### config.mk
export PLATFORM = sky130hd
export DESIGN_NAME = ssr_select
export DESIGN_NICKNAME = d
export VERILOG_FILES = /design/src/rtl/ssr_select.sv
export SDC_FILE = /design/constraint.sdc
export NUM_CORES = 1
export LEC_CHECK = 0
export ABC_CLOCK_PERIOD_IN_PS = 7500
export BUFFER_PORTS_ARGS = -buffer_cell sky130_fd_sc_hd__buf_2
export CORE_MARGIN = 10
export CORE_UTILIZATION = 55
export CTS_BUF_LIST = sky130_fd_sc_hd__clkbuf_4 sky130_fd_sc_hd__clkbuf_8
export CTS_CLUSTER_SIZE = 25
export DETAILED_ROUTE_END_ITERATION = 6
export GPL_ROUTABILITY_DRIVEN = 1
export MAX_ROUTING_LAYER = met4
export PLACE_DENSITY = 0.77
export SYNTH_ARGS = -nofsm -noshare
export SYNTH_HDL_FRONTEND = slang
export SYNTH_SLANG_ARGS = --single-unit
export TNS_END_PERCENT = 1
### constraint.sdc
create_clock -name clk -period 7.5 [get_ports clk]
set_clock_uncertainty 0.1 [all_clocks]
set_input_delay 1.125 -clock clk [delete_from_list [all_inputs] [get_ports clk]]
set_output_delay 1.125 -clock clk [all_outputs]
set_load 0.05 [all_outputs]
### src/rtl/ssr_select.sv
// Ranks the per-antenna SSR entries of one captured vector, one antenna per clock,
// and holds the index/value of the largest and second-largest entries until taken.
module ssr_select #(
  parameter  int DATA_WIDTH = 32,
  parameter  int ANTENA_NUM = 4,
  localparam int IDX_W      = ($clog2(ANTENA_NUM) > 1) ? $clog2(ANTENA_NUM) : 1
) (
  input  logic                               clk,
  input  logic                               rst_n,
  input  logic [2*ANTENA_NUM*DATA_WIDTH-1:0] ssr_in,
  input  logic                               in_valid,
  output logic                               in_ready,
  output logic [IDX_W-1:0]                   best_idx,
  output logic [2*DATA_WIDTH-1:0]            best_ssr,
  output logic [IDX_W-1:0]                   second_idx,
  output logic [2*DATA_WIDTH-1:0]            second_ssr,
  output logic                               out_valid,
  input  logic                               out_ready
);

  localparam int EW = 2 * DATA_WIDTH;
  localparam int VW = ANTENA_NUM * EW;
  localparam logic [IDX_W-1:0] LAST_IDX = IDX_W'(ANTENA_NUM - 1);

  localparam logic [1:0] IDLE = 2'd0;
  localparam logic [1:0] SCAN = 2'd1;
  localparam logic [1:0] DONE = 2'd2;

  logic [1:0]       state_q, state_d;
  logic             in_ready_q;
  logic             out_valid_q;
  logic [VW-1:0]    ssr_q;
  logic [IDX_W-1:0] cnt_q;

  // Running slots used during the scan; *_vld_q = 0 means the slot is empty.
  logic             run_best_vld_q, run_sec_vld_q;
  logic [IDX_W-1:0] run_best_idx_q, run_sec_idx_q;
  logic [EW-1:0]    run_best_val_q, run_sec_val_q;

  logic             nxt_best_vld, nxt_sec_vld;
  logic [IDX_W-1:0] nxt_best_idx, nxt_sec_idx;
  logic [EW-1:0]    nxt_best_val, nxt_sec_val;

  logic [IDX_W-1:0] best_idx_q, second_idx_q;
  logic [EW-1:0]    best_ssr_q, second_ssr_q;

  logic [EW-1:0]    ent [ANTENA_NUM];
  logic [EW-1:0]    cand;
  logic             accept;
  logic             last_step;

  generate
    for (genvar gi = 0; gi < ANTENA_NUM; gi++) begin : g_ent
      assign ent[gi] = ssr_q[gi*EW +: EW];
    end
  endgenerate

  assign cand      = ent[cnt_q];
  assign accept    = (state_q == IDLE) && in_valid && in_ready_q;
  assign last_step = (state_q == SCAN) && (cnt_q == LAST_IDX);

  // Strict greater-than keeps the lower index ahead on ties.
  always_comb begin
    nxt_best_vld = run_best_vld_q;
    nxt_best_idx = run_best_idx_q;
    nxt_best_val = run_best_val_q;
    nxt_sec_vld  = run_sec_vld_q;
    nxt_sec_idx  = run_sec_idx_q;
    nxt_sec_val  = run_sec_val_q;
    if (!run_best_vld_q || (cand > run_best_val_q)) begin
      nxt_sec_vld  = run_best_vld_q;
      nxt_sec_idx  = run_best_idx_q;
      nxt_sec_val  = run_best_val_q;
      nxt_best_vld = 1'b1;
      nxt_best_idx = cnt_q;
      nxt_best_val = cand;
    end else if (!run_sec_vld_q || (cand > run_sec_val_q)) begin
      nxt_sec_vld  = 1'b1;
      nxt_sec_idx  = cnt_q;
      nxt_sec_val  = cand;
    end
  end

  always_comb begin
    state_d = state_q;
    case (state_q)
      IDLE:    if (accept) state_d = SCAN;
      SCAN:    if (cnt_q == LAST_IDX) state_d = DONE;
      DONE:    if (out_ready) state_d = IDLE;
      default: state_d = IDLE;
    endcase
  end

  always_ff @(posedge clk or negedge rst_n) begin
    if (!rst_n) begin
      state_q        <= IDLE;
      in_ready_q     <= 1'b0;
      out_valid_q    <= 1'b0;
      ssr_q          <= '0;
      cnt_q          <= '0;
      run_best_vld_q <= 1'b0;
      run_best_idx_q <= '0;
      run_best_val_q <= '0;
      run_sec_vld_q  <= 1'b0;
      run_sec_idx_q  <= '0;
      run_sec_val_q  <= '0;
      best_idx_q     <= '0;
      best_ssr_q     <= '0;
      second_idx_q   <= '0;
      second_ssr_q   <= '0;
    end else begin
      state_q    <= state_d;
      in_ready_q <= (state_d == IDLE);
      if (accept) begin
        ssr_q          <= ssr_in;
        cnt_q          <= '0;
        run_best_vld_q <= 1'b0;
        run_sec_vld_q  <= 1'b0;
      end
      if (state_q == SCAN) begin
        run_best_vld_q <= nxt_best_vld;
        run_best_idx_q <= nxt_best_idx;
        run_best_val_q <= nxt_best_val;
        run_sec_vld_q  <= nxt_sec_vld;
        run_sec_idx_q  <= nxt_sec_idx;
        run_sec_val_q  <= nxt_sec_val;
        cnt_q          <= last_step ? '0 : cnt_q + IDX_W'(1);
      end
      // Result registers change only on the edge that enters DONE.
      if (last_step) begin
        best_idx_q   <= nxt_best_idx;
        best_ssr_q   <= nxt_best_val;
        second_idx_q <= nxt_sec_idx;
        second_ssr_q <= nxt_sec_val;
        out_valid_q  <= 1'b1;
      end else if ((state_q == DONE) && out_ready) begin
        out_valid_q  <= 1'b0;
      end
    end
  end

  assign in_ready   = in_ready_q;
  assign out_valid  = out_valid_q;
  assign best_idx   = best_idx_q;
  assign best_ssr   = best_ssr_q;
  assign second_idx = second_idx_q;
  assign second_ssr = second_ssr_q;

endmodule
Word-level counts from Yosys, hierarchy flattened

Cells that the tools add are included.

Bits of input ports: 260
Word-level logic and storage cells: 63
Flip-flop bits (word level): 528

Equality and inequality tests: 5
Order comparisons: 3
Multiplexer cells: 24
Add/sub/neg operators: 1
Bitwise gates (word level): 1
Reductions and logical operators: 14

Operator list:

| cell                                                 | number |
|---|---|
| 2-to-1 mux 64 bit                                    | 5 |
| binary-select mux 64 bit (select 2 bit)              | 1 |
| greater-than comparator 64 bit                       | 2 |
| 2-to-1 mux 2 bit                                     | 9 |
| 2-to-1 mux 1 bit                                     | 8 |
| case mux 2 bit (3 select lines)                      | 1 |
| equality test 2 bit (second input constant)          | 2 |
| logical AND 1 bit                                    | 4 |
| zero test 2 bit                                      | 2 |
| AND reduction 2 bit                                  | 2 |
| nonzero test 2 bit                                   | 2 |
| >= comparator 3 bit (second input constant)          | 1 |
| != test 3 bit (second input constant)                | 1 |
| inverter 2 -> 3 bit                                  | 1 |
| adder 2 x 1 -> 2 bit (second input constant)         | 1 |
| equality test 2 x 1 -> 1 bit (second input constant) | 1 |
| zero test 1 bit                                      | 2 |
| logical OR 1 bit                                     | 2 |
| != test 2 bit (second input constant)                | 1 |

Logic depth before layout (Yosys ltp)

Gate-level depths: netlist of the first run.

Depth after elaboration: 9
Depth in mapped cells: 18
Mapped depth without buffers: 11

Worst setup path before layout of the first run

OpenSTA, ideal clock, no wires.

Kind: reg2reg
Start: register cnt_q[1]
End: register run_best_idx_q[0]
Required time: 7.275 ns
Stages on the path, launching flop included: 17
Slack: 3.290 ns
Arrival: 3.986 ns
Path through: dfrtp_1 > clkbuf_1 > buf_1 > clkbuf_1 > mux4_2 > ha_1 > nand4_2 > nor4_2 > nand3_1 > a211o_1 > and3_1 > buf_6 > buf_6 > nor2_1 > buf_4 > buf_4 > mux2_2

Longest elaborated chain between the ends: 7

Ends and longest elaborated chain:

| item                                                  | line | RTL |
|---|---|---|
| start: declaration                                    | 33   | `logic [IDX_W-1:0] cnt_q;` |
| start signal: assignment                              | 127  | `cnt_q <= last_step ? '0 : cnt_q + IDX_W'(1);` |
| inverter 2 -> 3 bit (not written as such)             | 58   | `assign cand = ent[cnt_q];` |
| binary-select mux 64 bit (select 2 bit)               | 58   |  |
| 2-to-1 mux 64 bit (not written as such) (2 in series) | 58   |  |
| greater-than comparator 64 bit                        | 70   | `if (!run_best_vld_q \|\| (cand > run_best_val_q)) begin` |
| logical OR 1 bit                                      | 70   |  |
| 2-to-1 mux 2 bit                                      | 70   |  |
| end signal: assignment                                | 122  | `run_best_idx_q <= nxt_best_idx;` |
| end: declaration                                      | 37   | `logic [IDX_W-1:0] run_best_idx_q, run_sec_idx_q;` |

Every way passes these cells. The select of a mux whose other input is x is not followed.
A chain may end at the register's enable or synchronous reset.

Worst setup path in the final report of the first run

Start: register cnt_q[0]
End: register best_ssr_q[40] (netlist: best_ssr[40])

Longest elaborated chain between the ends: 7

Ends and longest elaborated chain:

| item                                                  | line | RTL |
|---|---|---|
| inverter 2 -> 3 bit (not written as such)             | 58   |  |
| binary-select mux 64 bit (select 2 bit)               | 58   |  |
| 2-to-1 mux 64 bit (not written as such) (2 in series) | 58   |  |
| greater-than comparator 64 bit                        | 70   |  |
| logical OR 1 bit                                      | 70   |  |
| 2-to-1 mux 64 bit                                     | 70   |  |
| end signal: assignment                                | 132  | `best_ssr_q <= nxt_best_val;` |
| end: declaration                                      | 45   | `logic [EW-1:0] best_ssr_q, second_ssr_q;` |

Several ways; a longest one is shown, not always the timed one. The select of a mux whose other input is x is not followed.

==> flow_summary.json, run 1 <==
{
  "gp_congestion": 0.890,
  "clkSinkCount": 528,
  "yosys.area_share.adder_pct": 5.98,
  "finalSetupViolCount": 0,
  "synth_nets": 3178,
  "initial_utilization_pct": 55.3,
  "cp_max_fo": 118,
  "synth-seq-cells": 528,
  "ios": 394,
  "cts_buffer_depth": 3,
  "synth_top_area_share_pct": 49.0,
  "reg2reg_from": "cnt_q[0]",
  "arrival_ns": 6.86,
  "drive_above_1_share_pct": 23.8,
  "multi_input_area_sq_um": 12500,
  "cts_root_buf": "clkbuf_8",
  "setup_ws_ns": 1.12,
  "yosysWarnings": 0,
  "hold_path.class": "reg -> reg",
  "synthMuxAreaShare_pct": 10.5,
  "drtAntennaViolNets": 0,
  "end_kind": "flip-flop",
  "syn_inst": 2789,
  "max_clock_freq_mhz": 157,
  "nNetsFinal": 3490,
  "grtUsageTotal_pct": 27.2,
  "fin_crit_ns": 6.38,
  "rr_endpoint": "best_ssr[40]",
  "rrSetupSlack_ns": 1.12,
  "hold_buffers": 0,
  "hold_viol": 0,
  "yosys-top-cells-area": "dfrtp_1 (49%), nand2_1 (11%), ha_1 (6.0%)",
  "drc": 0,
  "numCtsBuffers": 91,
  "h-tree-depth": 3,
  "grt_pass1_wl_microns": 123000,
  "cp_data_required_time_ns": 7.98,
  "slew_violations": 0,
  "cts_tree": "yes",
  "synth_edf_count": 0,
  "firstDrtPassIters": 5,
  "critPathLaunchType": "flip-flop",
  "startpoint": "cnt_q[0]",
  "yosys.area.top_type": "dfrtp_1",
  "finalInstanceArea_sq_um": 31200,
  "yosysUniqueCellTypes": 54,
  "syn_avg_cell_area_sq_um": 9.67,
  "min_period_over_period_pct": 85.0,
  "max_cap_viol_count": 0,
  "grt_pass1_vias": 22700,
  "path_class": "reg -> reg",
  "dieArea_sq_um": 58300,
  "cts_resized": 0,
  "fp-row-count": 81,
  "postCtsSetupRepairBufs": 0,
  "status": "finished clean",
  "clkTransAtPathRegs_ns": 0.06,
  "area_delta_synth_final_pct": 15.8,
  "dpl.hpwl_microns": 52200,
  "grt.overflow.total": 0,
  "rr_worst_depth": 11,
  "synth_ff_type": "dfrtp_1",
  "rsz0062_at_grt": "no",
  "worst-slew-pin-transition_ns": 1.29,
  "grt_max_degree": 185,
  "routed_wirelength_microns": 77900,
  "slew_headroom_pct": 13.9,
  "synth-xor-area-share_pct": 0,
  "synth_simple_gate_area_share_pct": 19.9,
  "wl_per_cell_microns": 20.3,
  "worstSetupEndpoint": "best_ssr[40]",
  "ff_latch_area_sq_um": 13200,
  "dp_slack_ns": 1.27,
  "synth_area_sq_um": 27000,
  "synthArstFlopShare_pct": 100,
  "synth_compound_area_share_pct": 9.53,
  "synth_top_family_by_area": "simple AND/OR/NAND/NOR gates",
  "die_h_microns": 241,
  "port_buffers": 393,
  "grt_antenna_before_repair": 2,
  "dp_cells": 3672,
  "drt_iter0_drc": 2102,
  "core_area_sq_um": 48700,
  "yosysSeqAreaShare_pct": 49.0,
  "finalNonFillerCells": 3835,
  "fill_cells": 3895,
  "clk_latency_ns": 0.68,
  "place_area_sq_um": 29300,
  "setup-tns-final_ns": 0,
  "die_w_microns": 241,
  "vias": 22500,
  "viasPerCell": 5.86
}
[layout make-up]
cell class                      instances  share of cell area, %
Antenna cell                            2                 0.0160
Clock buffer                          156                   6.13
Clock inverter                          5                  0.168
Timing Repair Buffer                  415                   7.10
Multi-Input combinational cell       1928                   40.0
Sequential cell                       528                   42.3
Inverter                              137                   1.65
Tap cell                              664                   2.66
[cells in the mapped netlist, types with 71 or more instances]
| master | instances |
|---|---|
| inv_1 | 137 |
| clkbuf_1 | 139 |
| nor2_1 | 150 |
| nor4_1 | 72 |
| a211oi_1 | 72 |
| nor3_1 | 71 |
| ha_1 | 129 |
| dfrtp_1 | 528 |
| o21ai_0 | 88 |
| nand2_1 | 807 |
[critical path, cell delays in order (launching register included)]
cell and delay [ns]:
dfrtp_4 0.95, mux4_2 0.68, ha_1 0.33, a21o_1 0.19, a21o_1 0.17, a21oi_1 0.13
o21ai_0 0.09, a2111oi_0 0.85, and3_4 1.23, buf_4 0.93, o21ai_0 0.28, a31oi_1 0.22
[cells by family (layout without fill, tap and decap cells)]
logic type | Yosys count | count (layout)
other cells | 0 | 2
compound gates | 375 | 375
flops | 528 | 528
buf+inv | 333 | 713
mux | 196 | 196
fa+ha+maj | 129 | 129
simple gates | 1228 | 1228
[routing by layer]
| metal | GRT usage (%) | vias up | wire [microns] |
|---|---|---|---|
| met2 | 42.8 | 845 | 37500 |
| met1 | 34.7 | 11100 | 32000 |
| li1 | - | 10300 | - |
| met4 | 9.79 | 0 | 2550 |
| met5 | - | - | 0 |
| met3 | 5.43 | 161 | 5820 |
[per-stage QoR]
stage,utilization (%),hold slack (ns)
6_report,64.1,0.371
2_1_floorplan,-,0.340
5_1_grt,64.1,0.387
4_1_cts,64.1,0.371
3_5_place_dp,60.0,0.357
3_3_place_gp,60.0,0.352
[cells in the final DEF (no fill, tap or decap), types with 34 or more instances in the layout]
cell	count
a31oi_1	66
nand2_1	806
dfrtp_1	526
nor3_1	71
inv_1	137
a21oi_1	49
clkbuf_4	37
o21ai_0	88
nor4_1	72
mux2_2	66
nor2_1	148
mux4_2	64
ha_1	129
clkbuf_8	119
a211oi_1	72
or3b_1	34
mux2i_1	66
buf_2	392
a221o_1	66
[sequential cells by signal (all words and copies together), names as in the netlist, 64 cells and up]
| signal | count |
|---|---|
| ssr_q | 256 |
| second_ssr | 64 |
| run_sec_val_q | 64 |
| best_ssr | 64 |
| run_best_val_q | 64 |
[worst min path at each step]
stage | start | to | slack, ns | depth (start not counted)
2_1_floorplan | ssr_q[128] | ssr_q[128] | 0.34 | 2
3_3_place_gp | ssr_q[160] | ssr_q[160] | 0.35 | 2
3_5_place_dp | ssr_q[240] | ssr_q[240] | 0.36 | 2
4_1_cts | ssr_q[240] | ssr_q[240] | 0.37 | 2
5_1_grt | ssr_q[235] | ssr_q[235] | 0.39 | 2
6_report | ssr_q[125] | ssr_q[125] | 0.37 | 2
Power of run 1 is not shown: default switching activity piles up to over one toggle a cycle in this logic, so the estimate is an artifact.
==> inputs of run 2 (changes only) <==
CORE_ASPECT_RATIO = 0.9   (was not set)
==> flow_summary.json, run 2 (synthesis gave the netlist of run 1 again) <==
{
  "cts_buffer_depth": 3,
  "routed_wirelength_microns": 77400,
  "cp_max_fo": 124,
  "grtUsageTotal_pct": 27.0,
  "grt_pass1_vias": 22800,
  "rsz0062_at_grt": "no",
  "worst-slew-pin-transition_ns": 1.19,
  "slew_headroom_pct": 20.8,
  "port_buffers": 393,
  "wl_per_cell_microns": 20.4,
  "gp_congestion": 0.898,
  "clkTransAtPathRegs_ns": 0.06,
  "postCtsSetupRepairBufs": 0,
  "end_kind": "flip-flop",
  "hold_end": "ssr_q[183]",
  "ff_latch_area_sq_um": 13200,
  "setup-tns-final_ns": 0,
  "hold_depth": 2,
  "dp_cells": 3631,
  "viasPerCell": 5.89,
  "fill_cells": 3835,
  "fin_crit_ns": 6.32,
  "max_clock_freq_mhz": 158,
  "grt_antenna_before_repair": 1,
  "largest_reg_flops": 256,
  "clkSinkCount": 528,
  "drc": 0,
  "cts_tree": "yes",
  "finalSetupViolCount": 0,
  "grt_max_degree": 222,
  "dieArea_sq_um": 58300,
  "drt_iter0_drc": 2110,
  "hold_buffers": 0,
  "h-tree-depth": 3,
  "path_class": "reg -> reg",
  "vias": 22300,
  "grt.overflow.total": 0,
  "area_delta_synth_final_pct": 15.5,
  "holdCritStartpoint": "ssr_q[183]",
  "hold_path.class": "reg -> reg",
  "ios": 394,
  "status": "finished clean",
  "die_w_microns": 253,
  "layout_commonest_cell": "nand2_1",
  "rr_worst_depth": 13,
  "core_area_sq_um": 48200,
  "layout_common_cells": "nand2_1 (806), dfrtp_1 (526), buf_2 (392), nor2_1 (148), inv_1 (137)",
  "rr_endpoint": "best_ssr[28]",
  "cts_resized": 0,
  "arrival_ns": 6.80,
  "fp-row-count": 76,
  "rrSetupSlack_ns": 1.18,
  "die_h_microns": 230,
  "hold_viol": 0,
  "min_period_over_period_pct": 84.2,
  "firstDrtPassIters": 6,
  "dpl.hpwl_microns": 51800,
  "multi_input_area_sq_um": 12500,
  "final_util_pct": 64.6,
  "numCtsBuffers": 88,
  "drive_above_1_share_pct": 23.5,
  "drtAntennaViolNets": 0,
  "cp_data_required_time_ns": 7.99,
  "largest_register": "ssr_q",
  "critPathLaunchType": "flip-flop",
  "slew_violations": 0,
  "grt_pass1_wl_microns": 123000,
  "max_cap_viol_count": 0,
  "clk_latency_ns": 0.69,
  "cts_root_buf": "clkbuf_8",
  "nNetsFinal": 3486,
  "initial_utilization_pct": 56.0,
  "reg2reg_from": "cnt_q[0]",
  "finalNonFillerCells": 3785
}
-- run 2: worst max-delay path by stage --
| stage | startpoint | end | slack (ns) | cells after the start |
|---|---|---|---|---|
| finish | cnt_q[0] | best_ssr[28] | 1.18 | 13 |
| global route | cnt_q[0] | best_ssr[28] | 0.77 | 13 |
| CTS | cnt_q[0] | best_ssr[28] | 1.31 | 13 |
| detailed placement | cnt_q[0] | best_ssr[28] | 1.34 | 13 |
| global placement | cnt_q[0] | run_sec_val_q[43] | 1.40 | 13 |
| floorplan | cnt_q[1] | run_best_idx_q[0] | 3.29 | 16 |
-- run 2: area by class of cell --
class / instances / area share, %
clock buffers: 139 / 5.60
clock inverters: 13 / 0.550
diodes: 2 / 0.0161
repair buffers: 414 / 7.17
multi-input cells: 1928 / 40.1
inverters: 137 / 1.65
flip-flops and latches: 528 / 42.4
well taps: 624 / 2.51
-- run 2: layer usage --
metal  global-route usage [%]  up-vias  routed length, microns
met5                        -        -                       0
met4                     8.52        0                    2060
met3                     6.64      148                    6010
met2                     42.2      793                   36800
met1                     34.2    11100                   32500
li1                         -    10300                       -
-- run 2: per-stage QoR --
step	area (sq um)	hold WS, ns	setup slack [ns]
detailed placement	29200	0.357	1.34
finish	31200	0.370	1.18
global route	31200	0.379	0.767
global placement	29200	0.352	1.40
floorplan	27000	0.340	3.29
CTS	31200	0.371	1.31
-- run 2: critical path: stages (launching register included) --
cell and delay, ns:
dfrtp_4 0.88, buf_12 0.34, mux4_2 0.61, ha_1 0.35, a21oi_1 0.19, nor2_1 0.06, o31ai_1 0.27, a21boi_0 0.14
a2111oi_0 0.70, buf_4 0.23, and3_4 0.71, buf_4 0.96, o21ai_0 0.27, a31oi_1 0.24
Power of run 2 is left out for the same reason.
